`config.mk`:
```
export PLATFORM = sky130hd
export DESIGN_NAME = spi_master_gen
export DESIGN_NICKNAME = d
export VERILOG_FILES = /design/src/rtl/spi_master_gen.sv
export SDC_FILE = /design/constraint.sdc
export NUM_CORES = 1
export LEC_CHECK = 0
export CAP_MARGIN = 40
export CORE_MARGIN = 5
export CORE_UTILIZATION = 50
export DETAILED_ROUTE_END_ITERATION = 6
export HOLD_SLACK_MARGIN = 0.02
export PLACE_DENSITY = 0.77
export SETUP_SLACK_MARGIN = 0.2
export SLEW_MARGIN = 10
export SYNTH_ARGS = -nofsm -noshare
export SYNTH_HDL_FRONTEND = slang
export SYNTH_SLANG_ARGS = --single-unit
```
`constraint.sdc`:
```
create_clock -name clk -period 2.3 [get_ports clk]
set_input_delay 0.23 -clock clk [delete_from_list [all_inputs] [get_ports clk]]
set_output_delay 0.23 -clock clk [all_outputs]
set_load 0.05 [all_outputs]
```
`src/rtl/spi_master_gen.sv`:
```
// rtl/spi_master_gen.sv - parametrised SPI master: four CPOL/CPHA modes, MSB/LSB order, one-hot slave selects
module spi_master_gen #(
    parameter int  DATA_W  = 8,
    parameter int  NUM_SS  = 4,
    parameter int  CLK_DIV = 2,
    localparam int SS_W    = (NUM_SS > 1) ? $clog2(NUM_SS) : 1
) (
    input  logic              clk,
    input  logic              rst,
    input  logic              start,
    input  logic [DATA_W-1:0] tx_data,
    input  logic [SS_W-1:0]   ss_sel,
    input  logic              cpol,
    input  logic              cpha,
    input  logic              lsb_first,
    output logic [DATA_W-1:0] rx_data,
    output logic              busy,
    output logic              done,
    output logic              sel_err,
    output logic              sclk,
    output logic              mosi,
    input  logic              miso,
    output logic [NUM_SS-1:0] ss_n
);

    localparam int DIV_W  = (CLK_DIV > 1) ? $clog2(CLK_DIV) : 1;
    localparam int EDGE_W = $clog2(2 * DATA_W);

    localparam logic [DIV_W-1:0]  DIV_LAST  = DIV_W'(CLK_DIV - 1);
    localparam logic [EDGE_W-1:0] EDGE_LAST = EDGE_W'(2 * DATA_W - 1);
    localparam logic [SS_W:0]     SS_LIMIT  = (SS_W + 1)'(NUM_SS);

    typedef enum logic [2:0] {
        S_IDLE,
        S_SETUP,
        S_XFER,
        S_HOLD,
        S_FIN
    } state_t;

    state_t state;
    state_t state_next;

    logic [DIV_W-1:0]  div_cnt;
    logic [EDGE_W-1:0] edge_cnt;
    logic [DATA_W-1:0] tx_sr;
    logic [DATA_W-1:0] rx_sr;
    logic [DATA_W-1:0] rx_q;
    logic [SS_W-1:0]   sel_q;
    logic              cpol_q;
    logic              cpha_q;
    logic              lsb_q;
    logic              sclk_q;
    logic              mosi_q;

    logic              accept;
    logic              div_last;
    logic              sclk_edge;
    logic              leading;
    logic              final_edge;
    logic              shift_evt;
    logic              sample_evt;
    logic              in_range;
    logic              tx_first;
    logic [DATA_W-1:0] tx_shifted;
    logic              in_first;
    logic [DATA_W-1:0] in_shifted;

    // A start is only honoured while idle; everything else about it is ignored.
    assign accept   = (state == S_IDLE) && start;
    assign div_last = (div_cnt == DIV_LAST);

    // One SCLK edge per divider expiry, only while shifting. edge_cnt holds
    // the number of edges already made, so an even count means the upcoming
    // edge is a leading one.
    assign sclk_edge  = (state == S_XFER) && div_last;
    assign leading    = ~edge_cnt[0];
    assign final_edge = (edge_cnt == EDGE_LAST);

    // CPHA=0 presents the first bit before any edge, so trailing edges only
    // advance to the next bit (none after the last). CPHA=1 launches every
    // bit, including the first, on leading edges.
    assign shift_evt  = sclk_edge && (cpha_q ? leading : (!leading && !final_edge));
    assign sample_evt = sclk_edge && (cpha_q ? !leading : leading);

    assign in_range = ({1'b0, sel_q} < SS_LIMIT);

    // The transmit register always holds the next bit to go out at its
    // "first" end; which end that is depends on the shift order.
    assign tx_first   = lsb_q ? tx_sr[0] : tx_sr[DATA_W-1];
    assign tx_shifted = lsb_q ? (tx_sr >> 1) : (tx_sr << 1);
    assign in_first   = lsb_first ? tx_data[0] : tx_data[DATA_W-1];
    assign in_shifted = lsb_first ? (tx_data >> 1) : (tx_data << 1);

    // State register.
    always_ff @(posedge clk) begin
        if (rst) begin
            state <= S_IDLE;
        end else begin
            state <= state_next;
        end
    end

    // Next-state: each timed phase ends on a divider expiry; XFER ends on the final edge.
    always_comb begin
        state_next = state;
        case (state)
            S_IDLE:  if (start) state_next = S_SETUP;
            S_SETUP: if (div_last) state_next = S_XFER;
            S_XFER:  if (div_last && final_edge) state_next = S_HOLD;
            S_HOLD:  if (div_last) state_next = S_FIN;
            S_FIN:   state_next = S_IDLE;
            default: state_next = S_IDLE;
        endcase
    end

    // Divider and edge counters; both rest at zero outside an active transfer.
    always_ff @(posedge clk) begin
        if (rst) begin
            div_cnt  <= '0;
            edge_cnt <= '0;
        end else if (state == S_IDLE || state == S_FIN) begin
            div_cnt  <= '0;
            edge_cnt <= '0;
        end else begin
            div_cnt <= div_last ? '0 : div_cnt + 1'b1;
            if (sclk_edge) begin
                edge_cnt <= edge_cnt + 1'b1;
            end
        end
    end

    // Transaction latch, shift registers and registered pin drivers.
    always_ff @(posedge clk) begin
        if (rst) begin
            sel_q  <= '0;
            cpol_q <= 1'b0;
            cpha_q <= 1'b0;
            lsb_q  <= 1'b0;
            tx_sr  <= '0;
            rx_sr  <= '0;
            rx_q   <= '0;
            sclk_q <= 1'b0;
            mosi_q <= 1'b0;
        end else begin
            if (accept) begin
                sel_q  <= ss_sel;
                cpol_q <= cpol;
                cpha_q <= cpha;
                lsb_q  <= lsb_first;
                rx_sr  <= '0;
                if (!cpha) begin
                    mosi_q <= in_first;
                    tx_sr  <= in_shifted;
                end else begin
                    tx_sr  <= tx_data;
                end
            end

            if (accept) begin
                sclk_q <= cpol;
            end else if (sclk_edge) begin
                sclk_q <= ~sclk_q;
            end else if (state == S_HOLD || state == S_IDLE) begin
                sclk_q <= cpol_q;
            end

            if (shift_evt) begin
                mosi_q <= tx_first;
                tx_sr  <= tx_shifted;
            end

            if (sample_evt) begin
                rx_sr <= lsb_q ? {miso, rx_sr[DATA_W-1:1]} : {rx_sr[DATA_W-2:0], miso};
            end

            if (state == S_HOLD && div_last) begin
                rx_q <= rx_sr;
            end
        end
    end

    // Slave selects: one line low for the whole active window, none when the index is out of range.
    always_comb begin
        ss_n = '1;
        for (int i = 0; i < NUM_SS; i++) begin
            if (busy && in_range && (sel_q == SS_W'(i))) begin
                ss_n[i] = 1'b0;
            end
        end
    end

    assign busy    = (state == S_SETUP) || (state == S_XFER) || (state == S_HOLD);
    assign done    = (state == S_FIN);
    assign sel_err = (state == S_FIN) && !in_range;
    assign rx_data = rx_q;
    assign sclk    = sclk_q;
    assign mosi    = mosi_q;

endmodule
```
# Yosys cells after proc, flatten, opt, wreduce, memory -nomap -nowiden
# Index checks and enable logic that the tools add are counted.
# word_totals
regBits,39
in_bits,17
word_cells,81
# classes
addsub,2
eq_ne,13
mux,27
bitwise_logic,2
n_reduce_logical,25
# ops
operator,count
$mux 8,8
$mux 1,14
$mux 3,4
$pmux 3 s4,1
$logic_and 1x1->1,11
$eq 3x2->1 const B,2
$ne 2x2->1 const B,3
$add 4x1->4 const B,1
$eq 2x2->1 const B,2
$eq 4x4->1 const B,1
$logic_or 1x1->1,4
$ne 2x1->1 const B,2
$reduce_and 4->1,1
$reduce_bool 2->1,2
$eq 3x1->1 const B,1
$eq 3x3->1 const B,1
$logic_not 3->1,1
$reduce_bool 3->1,1
$reduce_or 3->1,1
$eq 2x1->1 const B,1
$logic_not 2->1,1
$not 1->1,2
$reduce_and 2->1,1
$reduce_or 2->1,1
other kinds (2),2

# Longest topological paths before layout
# Gate-level depths: netlist of the first run.
# logic_depth
depth_word,7
ltp_mapped,7
ltp_nobuf,5

# Worst setup path before layout of the first run
# OpenSTA, ideal clock, no wires.
# synth_timing
path_type,register to output
startpoint,register state[0]
endpoint,output port ss_n[1]
t_arrival_ps,1914
t_required_ps,2070
slack_ps,156
path_stages_with_launch,5
n_path_buf,1
cell_sequence,dfxtp_1 > buf_2 > nor2_1 > nor2_1 > nand3b_1
# synth_between
elab_chain_len,5
elab_cells_between_ends,7
classes_between,3 x eq/ne; 1 x mux; 3 x reduce/logical
# synth_lines
item,line_no,rtl
"start, declared",41,state_t state;
"start signal, assigned",100,state <= state_next;
$eq 3x1->1 or $eq 3x2->1 (tied branches),193,assign busy = (state == S_SETUP) || (state == S_XFER) || (state == S_HOLD);
$logic_or 1x1->1,193,
$logic_or 1x1->1 *,193,
named net busy,17,"output logic busy,"
$logic_and 1x1->1 *,187,if (busy && in_range && (sel_q == SS_W'(i))) begin
$mux 1 *,187,
"end, declared",23,output logic [NUM_SS-1:0] ss_n
# The timed path passes the listed nets; every way through them passes the cells marked *.

# Worst setup path after layout of the first run
# layout_timing
startpoint,register state[0]
endpoint,output port ss_n[0]
# layout_between
elab_chain_len,5
elab_cells_between_ends,7
classes_between,3 x eq/ne; 1 x mux; 3 x reduce/logical
# layout_lines
item,line_no
$eq 3x1->1 or $eq 3x2->1 (tied branches),193
$logic_or 1x1->1,193
$logic_or 1x1->1 *,193
$logic_and 1x1->1 *,187
$mux 1 *,187
# Mark *: on every way between the ends. The rest lies on a longest branch, timed or not.

==> results of run 1 <==
## registers in the layout, summed over array words and instances (netlist names)
register,flops
lsb_q,1
sel_q,2
rx_data,8
tx_sr,8
edge_cnt,4
mosi,1
div_cnt,1
cpha_q,1
rx_sr,8
cpol_q,1
state,3
sclk,1
## where the power goes
group	internal, mW	switching, mW	total [mW]
Combinational	0.101	0.129	0.230
Sequential	0.699	0.0272	0.726
Clock	0.212	0.240	0.451
Total	1.01	0.396	1.41
## per-stage QoR
stage          cell area, sq um  power (mW)  hold WS [ns]  worst slack (ns)
5_1_grt                    2440        1.48         0.479             0.224
4_1_cts                    2440        1.42         0.459             0.304
3_5_place_dp               2360       0.976         0.448             0.351
3_3_place_gp               2360       0.972         0.442             0.375
2_1_floorplan              2040       0.906         0.366             0.501
6_report                   2440        1.41         0.457             0.312
## cell usage after synthesis (2+ instances only)
master | number | area, sq um
sky130_fd_sc_hd__nand2_1 | 48 | 180
sky130_fd_sc_hd__nand3_1 | 9 | 45.0
sky130_fd_sc_hd__nand3b_1 | 2 | 15.0
sky130_fd_sc_hd__nor2_1 | 10 | 37.5
sky130_fd_sc_hd__dfxtp_1 | 39 | 781
sky130_fd_sc_hd__buf_2 | 4 | 20.0
sky130_fd_sc_hd__a21oi_1 | 24 | 120
sky130_fd_sc_hd__mux2i_1 | 14 | 140
sky130_fd_sc_hd__o21ai_0 | 9 | 45.0
sky130_fd_sc_hd__xor2_1 | 4 | 35.0
sky130_fd_sc_hd__o211ai_1 | 3 | 22.5
sky130_fd_sc_hd__and2_1 | 2 | 12.5
sky130_fd_sc_hd__a211oi_1 | 13 | 97.6
sky130_fd_sc_hd__nand4_1 | 2 | 12.5
sky130_fd_sc_hd__nor3_1 | 3 | 15.0
sky130_fd_sc_hd__mux2_2 | 8 | 90.1
sky130_fd_sc_hd__nor3b_1 | 2 | 15.0
sky130_fd_sc_hd__buf_4 | 3 | 22.5
sky130_fd_sc_hd__clkbuf_1 | 9 | 33.8
sky130_fd_sc_hd__buf_6 | 3 | 33.8
sky130_fd_sc_hd__nor2b_1 | 9 | 56.3
sky130_fd_sc_hd__xnor2_1 | 2 | 17.5
## final timing paths
check,from,to,slack (ns),depth (start not counted)
max reg2reg,state[1],tx_sr[7],0.46,6
min,rx_data[1],rx_data[1],0.46,2
max,state[0],ss_n[0],0.31,3
min reg2reg,rx_data[1],rx_data[1],0.46,2
## worst max-delay path, delay by kind of cell (launching register included)
kind,cells,cell delay [ns]
AND/OR/NAND/NOR,2,0.53
buffers and inverters,1,0.43
flip-flops,1,0.51
## area by class of cell
class                      instances  area, sq um
clock buffer                       6         72.6
clock inverter                     2         12.5
fill                             367         1530
inverter                           1         3.75
multi-input combinational        181         1140
sequential                        39          781
tap                               50         62.6
timing repair buffer              39          365
## logic make-up after synthesis
kind of cell    synth area share (%)
compound gates                  17.0
xor+xnor                        2.58
fa+ha+maj                      0.615
buf+inv                         5.60
flops                           38.4
mux                             11.3
other cells                    0.184
simple gates                    24.2
## per-layer routing
| metal | vias to the layer above | wire [um] | track usage (%) | part of all wire (%) |
|---|---|---|---|---|
| li1 | 894 | - | - | - |
| met1 | 802 | 2040 | 20.5 | 47 |
| met2 | 34 | 2010 | 28.8 | 47 |
| met3 | 8 | 188 | 3.15 | 4.4 |
| met4 | 0 | 77 | 7.44 | 1.8 |
| met5 | - | 0 | 0 | 0 |
## layout by cell type (no fill, tap or decap), drive strengths merged, types with 4 or more instances in the layout
master         count
a211oi            13
a21oi             24
buf                7
clkbuf             6
clkdlybuf4s50     26
dfxtp             39
dlygate4sd2        6
mux2               8
mux2i             14
nand2             48
nand3              9
nor2              10
nor2b              9
nor3               4
o21ai              9
xor2               4
## what timing repair did
| item | CTS | global route |
|---|---|---|
| setup endpoints to repair | 6 | 0 |
| gates resized for setup | 6 | 0 |
| setup buffers | 0 | 0 |
==> impl_metrics.prom, run 1 <==
# TYPE chip_impl_metric gauge
chip_impl_metric{name="dp_hpwl",unit="um"} 3060
chip_impl_metric{name="die_area",unit="sq um"} 5440
chip_impl_metric{name="min_period_over_period",unit="%"} 86.4
chip_impl_metric{name="critical-path-max-stage-delay",unit="ns"} 0.51
chip_impl_info{name="tritoncts",value="done"} 1
chip_impl_metric{name="netlist_instances",unit=""} 240
chip_impl_metric{name="area_growth_from_synthesis_to_final_layout",unit="%"} 19.9
chip_impl_metric{name="grt_pass1_wl",unit="um"} 7310
chip_impl_metric{name="worstPathRequired",unit="ns"} 2.07
chip_impl_metric{name="timing.final.hold_violations",unit=""} 0
chip_impl_metric{name="lkg_pwr",unit="nW"} 0.853
chip_impl_metric{name="critical_path_peak_fanout",unit=""} 9
chip_impl_metric{name="power.density_cell_area",unit="nW/um^2"} 577
chip_impl_metric{name="finalNonFillerCells",unit=""} 318
chip_impl_metric{name="yosys_register_bits",unit=""} 39
chip_impl_metric{name="worst_slew_margin",unit="%"} 60.0
chip_impl_metric{name="n_antenna_cell",unit=""} 0
chip_impl_metric{name="fin_tns_setup",unit="ns"} 0
chip_impl_metric{name="cts_buffer_depth",unit=""} 2
chip_impl_metric{name="detail_route.vias_per_cell",unit=""} 5.47
chip_impl_metric{name="peakVddDrop",unit="mV"} 0.284
chip_impl_metric{name="antenna_found_initial",unit=""} 0
chip_impl_metric{name="worstSkewPairLatency",unit="ns"} 0.29
chip_impl_metric{name="synthArstFlopShare",unit="%"} 0
chip_impl_metric{name="overflow",unit=""} 0
chip_impl_metric{name="routedWlPerCell",unit="um"} 13.6
chip_impl_info{name="critPathLaunchType",value="flop"} 1
chip_impl_metric{name="placedCellCount",unit=""} 310
chip_impl_info{name="clk_root_buffer_cell",value="sky130_fd_sc_hd__clkbuf_8"} 1
chip_impl_metric{name="worst_slew_pin_slew",unit="ns"} 0.599
chip_impl_info{name="endpoint_kind",value="output port"} 1
chip_impl_metric{name="h_tree_levels",unit=""} 2
chip_impl_metric{name="gp_congestion",unit=""} 0.829
chip_impl_metric{name="period_minus_slack",unit="ns"} 1.99
chip_impl_metric{name="worst_clock_skew",unit="ns"} 0.00824
chip_impl_metric{name="drt_pre_antenna_iters",unit=""} 4
chip_impl_metric{name="grt_pass1_vias",unit=""} 1685
chip_impl_metric{name="nNetsFinal",unit=""} 285
chip_impl_metric{name="synthDistinctLibCells",unit=""} 40
chip_impl_metric{name="synth-edff-count",unit=""} 0
chip_impl_metric{name="core_utilization_of_the_finished_layout",unit="%"} 61.4
chip_impl_metric{name="final-setup-viol-count",unit=""} 0
chip_impl_metric{name="cts_inserted_buffers",unit=""} 5
chip_impl_metric{name="grt.total_usage",unit="%"} 16.9
chip_impl_metric{name="cts_num_sinks",unit=""} 39
chip_impl_info{name="critical_path_class",value="flop to output port"} 1
chip_impl_metric{name="routed_wire_length",unit="um"} 4310
chip_impl_info{name="rsz_0062_raised_after_global_routing",value="false"} 1
chip_impl_metric{name="cp.arrival",unit="ns"} 1.76
chip_impl_metric{name="port-buffer-count",unit=""} 32
chip_impl_metric{name="routed_via_count",unit=""} 1738
chip_impl_metric{name="drt_iter0_drc",unit=""} 89
chip_impl_metric{name="chipHeight",unit="um"} 73.8
chip_impl_metric{name="start_util",unit="%"} 51.2
chip_impl_info{name="holdCritPathClass",value="flop to flop"} 1
chip_impl_metric{name="report.final.slew_viol_count",unit=""} 0
chip_impl_info{name="dominantRegCellSynth",value="sky130_fd_sc_hd__dfxtp_1"} 1
chip_impl_info{name="crit_path_top_delay_cell",value="sky130_fd_sc_hd__dfxtp_1"} 1
chip_impl_metric{name="placementRows",unit=""} 23
chip_impl_metric{name="clk_pin_slew",unit="ns"} 0.08
chip_impl_metric{name="achievable-frequency",unit="MHz"} 503
chip_impl_metric{name="yosys_warnings",unit=""} 0
chip_impl_metric{name="fp.dieW",unit="um"} 73.8
chip_impl_metric{name="postCtsHoldBufs",unit=""} 0
chip_impl_metric{name="maximum_number_of_pins_on_one_net_before_global_route_repair",unit=""} 20
chip_impl_metric{name="design.core.area",unit="sq um"} 3970
chip_impl_metric{name="synth.net_count",unit=""} 258
chip_impl_metric{name="post_route_drc_violation_count",unit=""} 0
chip_impl_metric{name="avgSynthCellArea",unit="sq um"} 8.47
chip_impl_metric{name="boundaryPins",unit=""} 34
chip_impl_info{name="crit_chain",value="nor2_1, or4_1, dlygate4sd2_1"} 1
chip_impl_metric{name="max-cap-violations",unit=""} 0
chip_impl_metric{name="post_route_cells_drive_above_1_share",unit="%"} 10.8
chip_impl_info{name="status",value="complete, no violations"} 1
chip_impl_metric{name="drtAntennaViolNets",unit=""} 0
chip_impl_metric{name="synth_sequential_area_ratio",unit="%"} 38.4
chip_impl_metric{name="synthesis.area",unit="sq um"} 2030
(Power assumes the default switching activity.)
==> inputs of run 2 (changes only) <==
CORE_UTILIZATION = 25   (was 50)
PLACE_DENSITY = 0.45   (was 0.77)
==> run 2 against run 1 <==
Compared with the run above:
- sequential cell count is the same
- routed wire length is 11% higher
- via count down 1.3%
- critical path type unchanged
- critical endpoint unchanged
==> impl_metrics.prom, run 2 (same netlist as run 1, synthesis figures left out) <==
# TYPE chip_impl_metric gauge
chip_impl_metric{name="placementRows",unit=""} 32
chip_impl_metric{name="achievable-frequency",unit="MHz"} 519
chip_impl_metric{name="maximum_number_of_pins_on_one_net_before_global_route_repair",unit=""} 20
chip_impl_metric{name="num-fill-cells",unit=""} 834
chip_impl_metric{name="clock_power_share",unit="%"} 36.6
chip_impl_metric{name="r2r_cells",unit=""} 5
chip_impl_metric{name="grt_pass1_wl",unit="um"} 8320
chip_impl_metric{name="grt.met3_usage",unit="%"} 2.08
chip_impl_metric{name="post_route_drc_violation_count",unit=""} 0
chip_impl_info{name="grt-busiest-layer",value="met2"} 1
chip_impl_metric{name="overflow",unit=""} 0
chip_impl_metric{name="h_tree_levels",unit=""} 2
chip_impl_metric{name="gp_congestion",unit=""} 0.737
chip_impl_info{name="hp-start",value="cpol_q"} 1
chip_impl_metric{name="die_area",unit="sq um"} 10000
chip_impl_metric{name="power.density_cell_area",unit="nW/um^2"} 599
chip_impl_metric{name="dp_hpwl",unit="um"} 3390
chip_impl_metric{name="routedWlPerCell",unit="um"} 12.9
chip_impl_metric{name="cts_inserted_buffers",unit=""} 5
chip_impl_info{name="crit_chain",value="or4_1, dlygate4sd2_1"} 1
chip_impl_metric{name="drt_pre_antenna_iters",unit=""} 4
chip_impl_info{name="endpoint_kind",value="output port"} 1
chip_impl_metric{name="grt_use_met2",unit="%"} 16.3
chip_impl_metric{name="combined_area_of_the_multi_input_logic_cells",unit="sq um"} 1140
chip_impl_metric{name="drtAntennaViolNets",unit=""} 0
chip_impl_info{name="layout_commonest_cell",value="sky130_fd_sc_hd__nand2_1"} 1
chip_impl_info{name="r2r_end",value="tx_sr[7]"} 1
chip_impl_info{name="critPathTopFamily",value="simple AND/OR/NAND/NOR gates"} 1
chip_impl_metric{name="max-cap-violations",unit=""} 0
chip_impl_metric{name="grt_util_met1",unit="%"} 13.6
chip_impl_metric{name="routed_wire_length",unit="um"} 4770
chip_impl_info{name="status",value="complete, no violations"} 1
chip_impl_metric{name="fp.dieW",unit="um"} 100
chip_impl_metric{name="start_util",unit="%"} 26.0
chip_impl_metric{name="hold_path_depth",unit=""} 2
chip_impl_metric{name="worstSkewPairLatency",unit="ns"} 0.29
chip_impl_metric{name="power.share.combinational",unit="%"} 15.4
chip_impl_metric{name="critical_path_peak_fanout",unit=""} 11
chip_impl_metric{name="post_route_cells_drive_above_1_share",unit="%"} 11.2
chip_impl_metric{name="min_period_over_period",unit="%"} 83.8
chip_impl_info{name="rsz_0062_raised_after_global_routing",value="false"} 1
chip_impl_metric{name="cts_buffer_depth",unit=""} 2
chip_impl_info{name="tritoncts",value="done"} 1
chip_impl_metric{name="post_cts.repair.setup_buffers",unit=""} 0
chip_impl_metric{name="switchingPower",unit="mW"} 0.396
chip_impl_metric{name="routed_via_count",unit=""} 1715
chip_impl_info{name="holdCritPathClass",value="flop to flop"} 1
chip_impl_metric{name="critical-path-max-stage-delay",unit="ns"} 0.55
chip_impl_info{name="layout.cells.most_common_list",value="sky130_fd_sc_hd__nand2_1 (48), sky130_fd_sc_hd__dfxtp_1 (38), sky130_fd_sc_hd__clkdlybuf4s50_1 (26)"} 1
chip_impl_metric{name="int_pwr",unit="mW"} 1.12
chip_impl_metric{name="hold_ws",unit="ns"} 0.453
chip_impl_metric{name="sequential_cell_area_in_the_final_layout",unit="sq um"} 782
chip_impl_metric{name="timing.final.hold_violations",unit=""} 0
chip_impl_metric{name="fin_tns_setup",unit="ns"} 0
chip_impl_metric{name="n_antenna_cell",unit=""} 0
chip_impl_info{name="worst_r2r_startpoint",value="state[2]"} 1
chip_impl_metric{name="drt_iter0_drc",unit=""} 99
chip_impl_info{name="min_to",value="cpol_q"} 1
chip_impl_info{name="clk_root_buffer_cell",value="sky130_fd_sc_hd__clkbuf_8"} 1
chip_impl_metric{name="sequentialPowerShare",unit="%"} 48.0
chip_impl_metric{name="port-buffer-count",unit=""} 32
chip_impl_metric{name="grt_pass1_vias",unit=""} 1625
chip_impl_metric{name="report.final.slew_viol_count",unit=""} 0
chip_impl_metric{name="chipHeight",unit="um"} 100
chip_impl_metric{name="worstPathRequired",unit="ns"} 2.07
chip_impl_metric{name="antenna_found_initial",unit=""} 0
chip_impl_info{name="critical_path_class",value="flop to output port"} 1
chip_impl_metric{name="cp.arrival",unit="ns"} 1.70
chip_impl_metric{name="cts_num_sinks",unit=""} 39
chip_impl_info{name="critPathLaunchType",value="flop"} 1
chip_impl_metric{name="nNetsFinal",unit=""} 286
chip_impl_metric{name="period_minus_slack",unit="ns"} 1.93
chip_impl_metric{name="worst_clock_skew",unit="ns"} 0.00421
chip_impl_metric{name="worst_slew_pin_slew",unit="ns"} 0.563
chip_impl_metric{name="cp_num_buf_inv",unit=""} 1
chip_impl_metric{name="peakVddDrop",unit="mV"} 0.199
chip_impl_info{name="crit_path_top_delay_cell",value="sky130_fd_sc_hd__or4_1"} 1
chip_impl_metric{name="design.core.area",unit="sq um"} 7810
chip_impl_metric{name="worst_slew_margin",unit="%"} 62.3
chip_impl_metric{name="fin_area",unit="sq um"} 2530
chip_impl_metric{name="lkg_pwr",unit="nW"} 0.868
chip_impl_metric{name="clk_pin_slew",unit="ns"} 0.08
chip_impl_metric{name="final-setup-viol-count",unit=""} 0
chip_impl_metric{name="detail_route.vias_per_cell",unit=""} 4.64
chip_impl_metric{name="placement.cell_area",unit="sq um"} 2430
chip_impl_metric{name="worst-r2r-setup-slack",unit="ns"} 0.46
chip_impl_metric{name="switching_share",unit="%"} 26.1
chip_impl_metric{name="grt.total_usage",unit="%"} 10.1
chip_impl_metric{name="area_growth_from_synthesis_to_final_layout",unit="%"} 24.4
chip_impl_metric{name="boundaryPins",unit=""} 34
[run 2: cell types whose count changed in the layout (fill, tap and decap cells not counted), sizes merged]
cell,delta
clkinv,-1
buf,+1
clkinvlp,-1
bufinv,+1
[run 2: worst max-delay path by stage]
stage                         from      end  slack, ns  cells past startpoint
after global placement    state[0]  ss_n[0]       0.35                      3
after CTS                 state[0]  ss_n[0]       0.27                      3
after global routing      state[1]  ss_n[0]       0.27                      3
final                     state[2]  ss_n[0]       0.37                      2
after detailed placement  state[0]  ss_n[0]       0.31                      3
after floorplan           state[0]  ss_n[1]       0.50                      4
[run 2: layer usage]
| metal | wire length [um] | vias up |
|---|---|---|
| met2 | 2100 | 35 |
| met1 | 2400 | 778 |
| met5 | 0 | - |
| li1 | - | 896 |
| met4 | 61 | 0 |
| met3 | 202 | 6 |
[run 2: through the flow]
| stage | setup WS (ns) | std cells | power [mW] | utilization (%) |
|---|---|---|---|---|
| floorplan | 0.501 | 240 | 0.906 | - |
| global placement | 0.350 | 363 | 0.984 | 31.2 |
| detailed placement | 0.310 | 363 | 0.982 | 31.2 |
| CTS | 0.275 | 370 | 1.54 | 32.4 |
| global route | 0.272 | 370 | 1.59 | 32.4 |
| finish | 0.372 | 370 | 1.52 | 32.4 |
[run 2: worst min-delay path, stage by stage (launching register included)]
cell and delay (ns):
sky130_fd_sc_hd__dfxtp_1 0.31, sky130_fd_sc_hd__nand2_1 0.05, sky130_fd_sc_hd__a21oi_1 0.05
[run 2: final cells by class]
class	instances	area share (%)
inverters	1	0.148
well taps	102	5.04
clock inverters	1	1.19
repair buffers	40	14.7
multi-input cells	181	45.1
flip-flops and latches	39	30.9
clock buffers	6	2.87
[run 2: power by group through the flow]
stage	sequential, mW	combinational [mW]	clock, mW
floorplan	0.738	0.168	0
finish	0.727	0.234	0.555
CTS	0.727	0.237	0.573
detailed placement	0.742	0.240	0
global placement	0.743	0.241	0
global route	0.732	0.258	0.603
[run 2: repair_timing]
item / 4_1_cts / 5_1_grt
endpoints found under the setup margin: 6 / 1
hold buffers: 0 / 0
gates resized for setup: 6 / 1
==> edit, RTL diff (flow settings as in run 1) <==
`CLK_DIV`: 2 -> 4.
--- a/src/rtl/spi_master_gen.sv
+++ b/src/rtl/spi_master_gen.sv
@@ -2,7 +2,7 @@
 module spi_master_gen #(
     parameter int  DATA_W  = 8,
     parameter int  NUM_SS  = 4,
-    parameter int  CLK_DIV = 2,
+    parameter int  CLK_DIV = 4,
     localparam int SS_W    = (NUM_SS > 1) ? $clog2(NUM_SS) : 1
 ) (
     input  logic              clk,
Behaviour: not the same (a bounded check fails within 10 cycles, from zero or initial values and one cycle with rst high).
==> edit against run 1 <==
  * Routed wire length decreased by 1.6%
  * Area after synthesis increased by 2.5%
  * Sequential cell count increased by 1
  * Count of clock-buffer cells in the layout decreased by 1
  * Cell area increased by 2.1%
  * Highest routed layer unchanged
  * Setup slack improved by 0.0046 ns
  * Clock skew decreased by 0.0023 ns
  * Power increased by 5.4%
  * Core utilization increased by 0.36 points
  * Maximum frequency increased by 0.23%
==> edit: results <==
{
  "grt_pass1_wl_um": 7148,
  "synth.distinct_cells": 40,
  "synthCells": 245,
  "wirelength_um": 4241,
  "routabilityCongestion": 0.7795,
  "drtIter0Drc": 92,
  "vias": 1701,
  "gr-usage-all-layers_pct": 16.25,
  "cp_max_fo": 9,
  "clk_pin_slew_ns": 0.08,
  "h-tree-depth": 2,
  "hpwl_um": 3005,
  "grt-ovfl-total": 0,
  "status": "complete, no violations",
  "cts-root-buf": "clkbuf_8",
  "clk_latency_ns": 0.29,
  "syn_nets": 264,
  "worst_pin_slew_ns": 0.7046,
  "first_pass_iters": 4,
  "grt_pass1_vias": 1620,
  "vias_per_cell": 5.349,
  "synthTopCellsByCount": "nand2_1, dfxtp_1, a21oi_1",
  "ys.flop_type": "dfxtp_1",
  "dieArea_mm2": 0.005558,
  "cellLeakagePower_nw": 0.8708,
  "grt_max_degree": 30,
  "num_antenna_cells": 0,
  "antenna_found_initial": 0,
  "synthTopCellsByArea": "dfxtp_1, nand2_1, mux2i_1",
  "finClkSkew_ns": 0.005923,
  "ir_drop_uv": 444.1,
  "dp_cells": 310,
  "clockBufferDepth": 2,
  "seq_area_frac_synth_pct": 38.44,
  "nets": 286
}
==> edit: changes by cell type after synthesis, sizes merged <==
cell	delta
nor3	+1
clkbuf	+2
ha	+1
nor3b	+1
nor2	-1
dfxtp	+1
==> edit: logic make-up after synthesis <==
group / count (synthesis) / share of synthesized area [%]
and+or+nand+nor: 98 / 24.32
AOI/OAI and AO/OA: 54 / 16.64
DFF: 40 / 38.44
muxes: 22 / 11.05
buffers and inverters: 22 / 5.646
xor gates and xnor gates: 6 / 2.523
adders and majority gates: 2 / 1.201
other: 1 / 0.1800
==> edit: where the power goes <==
part | internal (mW) | switching (mW) | total [mW] | leakage (nW)
combinational | 0.0844 | 0.0981 | 0.182 | 0.492
clock | 0.321 | 0.244 | 0.565 | 0.0541
sequential | 0.712 | 0.0234 | 0.735 | 0.325
total | 1.12 | 0.366 | 1.48 | 0.871
==> edit: layout make-up <==
type	instances	area, µm²
repair buffers	36	342.8
flip-flops and latches	40	800.8
well taps	50	62.56
clock inverters	3	42.54
clock buffers	5	68.82
inverters	1	3.754
fillers	358	1540
multi-input cells	183	1167
==> edit: what timing repair did <==
item                                    CTS  global route
gates resized for setup                   6             0
endpoints found under the setup margin    6             0
hold buffers                              0             0
==> edit: final timing paths <==
| check | startpoint | end | slack [ns] | cells past startpoint |
|---|---|---|---|---|
| max | state[0] | ss_n[0] | 0.32 | 3 |
| min | div_cnt[0] | div_cnt[0] | 0.43 | 1 |
| max reg2reg | div_cnt[0] | tx_sr[7] | 0.36 | 5 |
| min reg2reg | div_cnt[0] | div_cnt[0] | 0.43 | 1 |
==> edit: per-layer routing <==
layer / track usage (%) / part of all wire (%)
met1: 21.11 / 48
met2: 26.93 / 46
met3: 3.919 / 4.6
met4: 4.545 / 0.90
met5: 0 / 0
==> edit: per-stage QoR <==
step | cell area [µm²] | worst slack [ns]
finish | 2489 | 0.3170
global route | 2489 | 0.2107
CTS | 2489 | 0.3096
detailed placement | 2385 | 0.3367
global placement | 2385 | 0.3712
floorplan | 2086 | 0.5015
==> edit: critical path, stage by stage, from the launching register on <==
cell	delay, ns
dfxtp_1	0.51
nor2_1	0.13
or4_1	0.39
dlygate4sd2_1	0.43
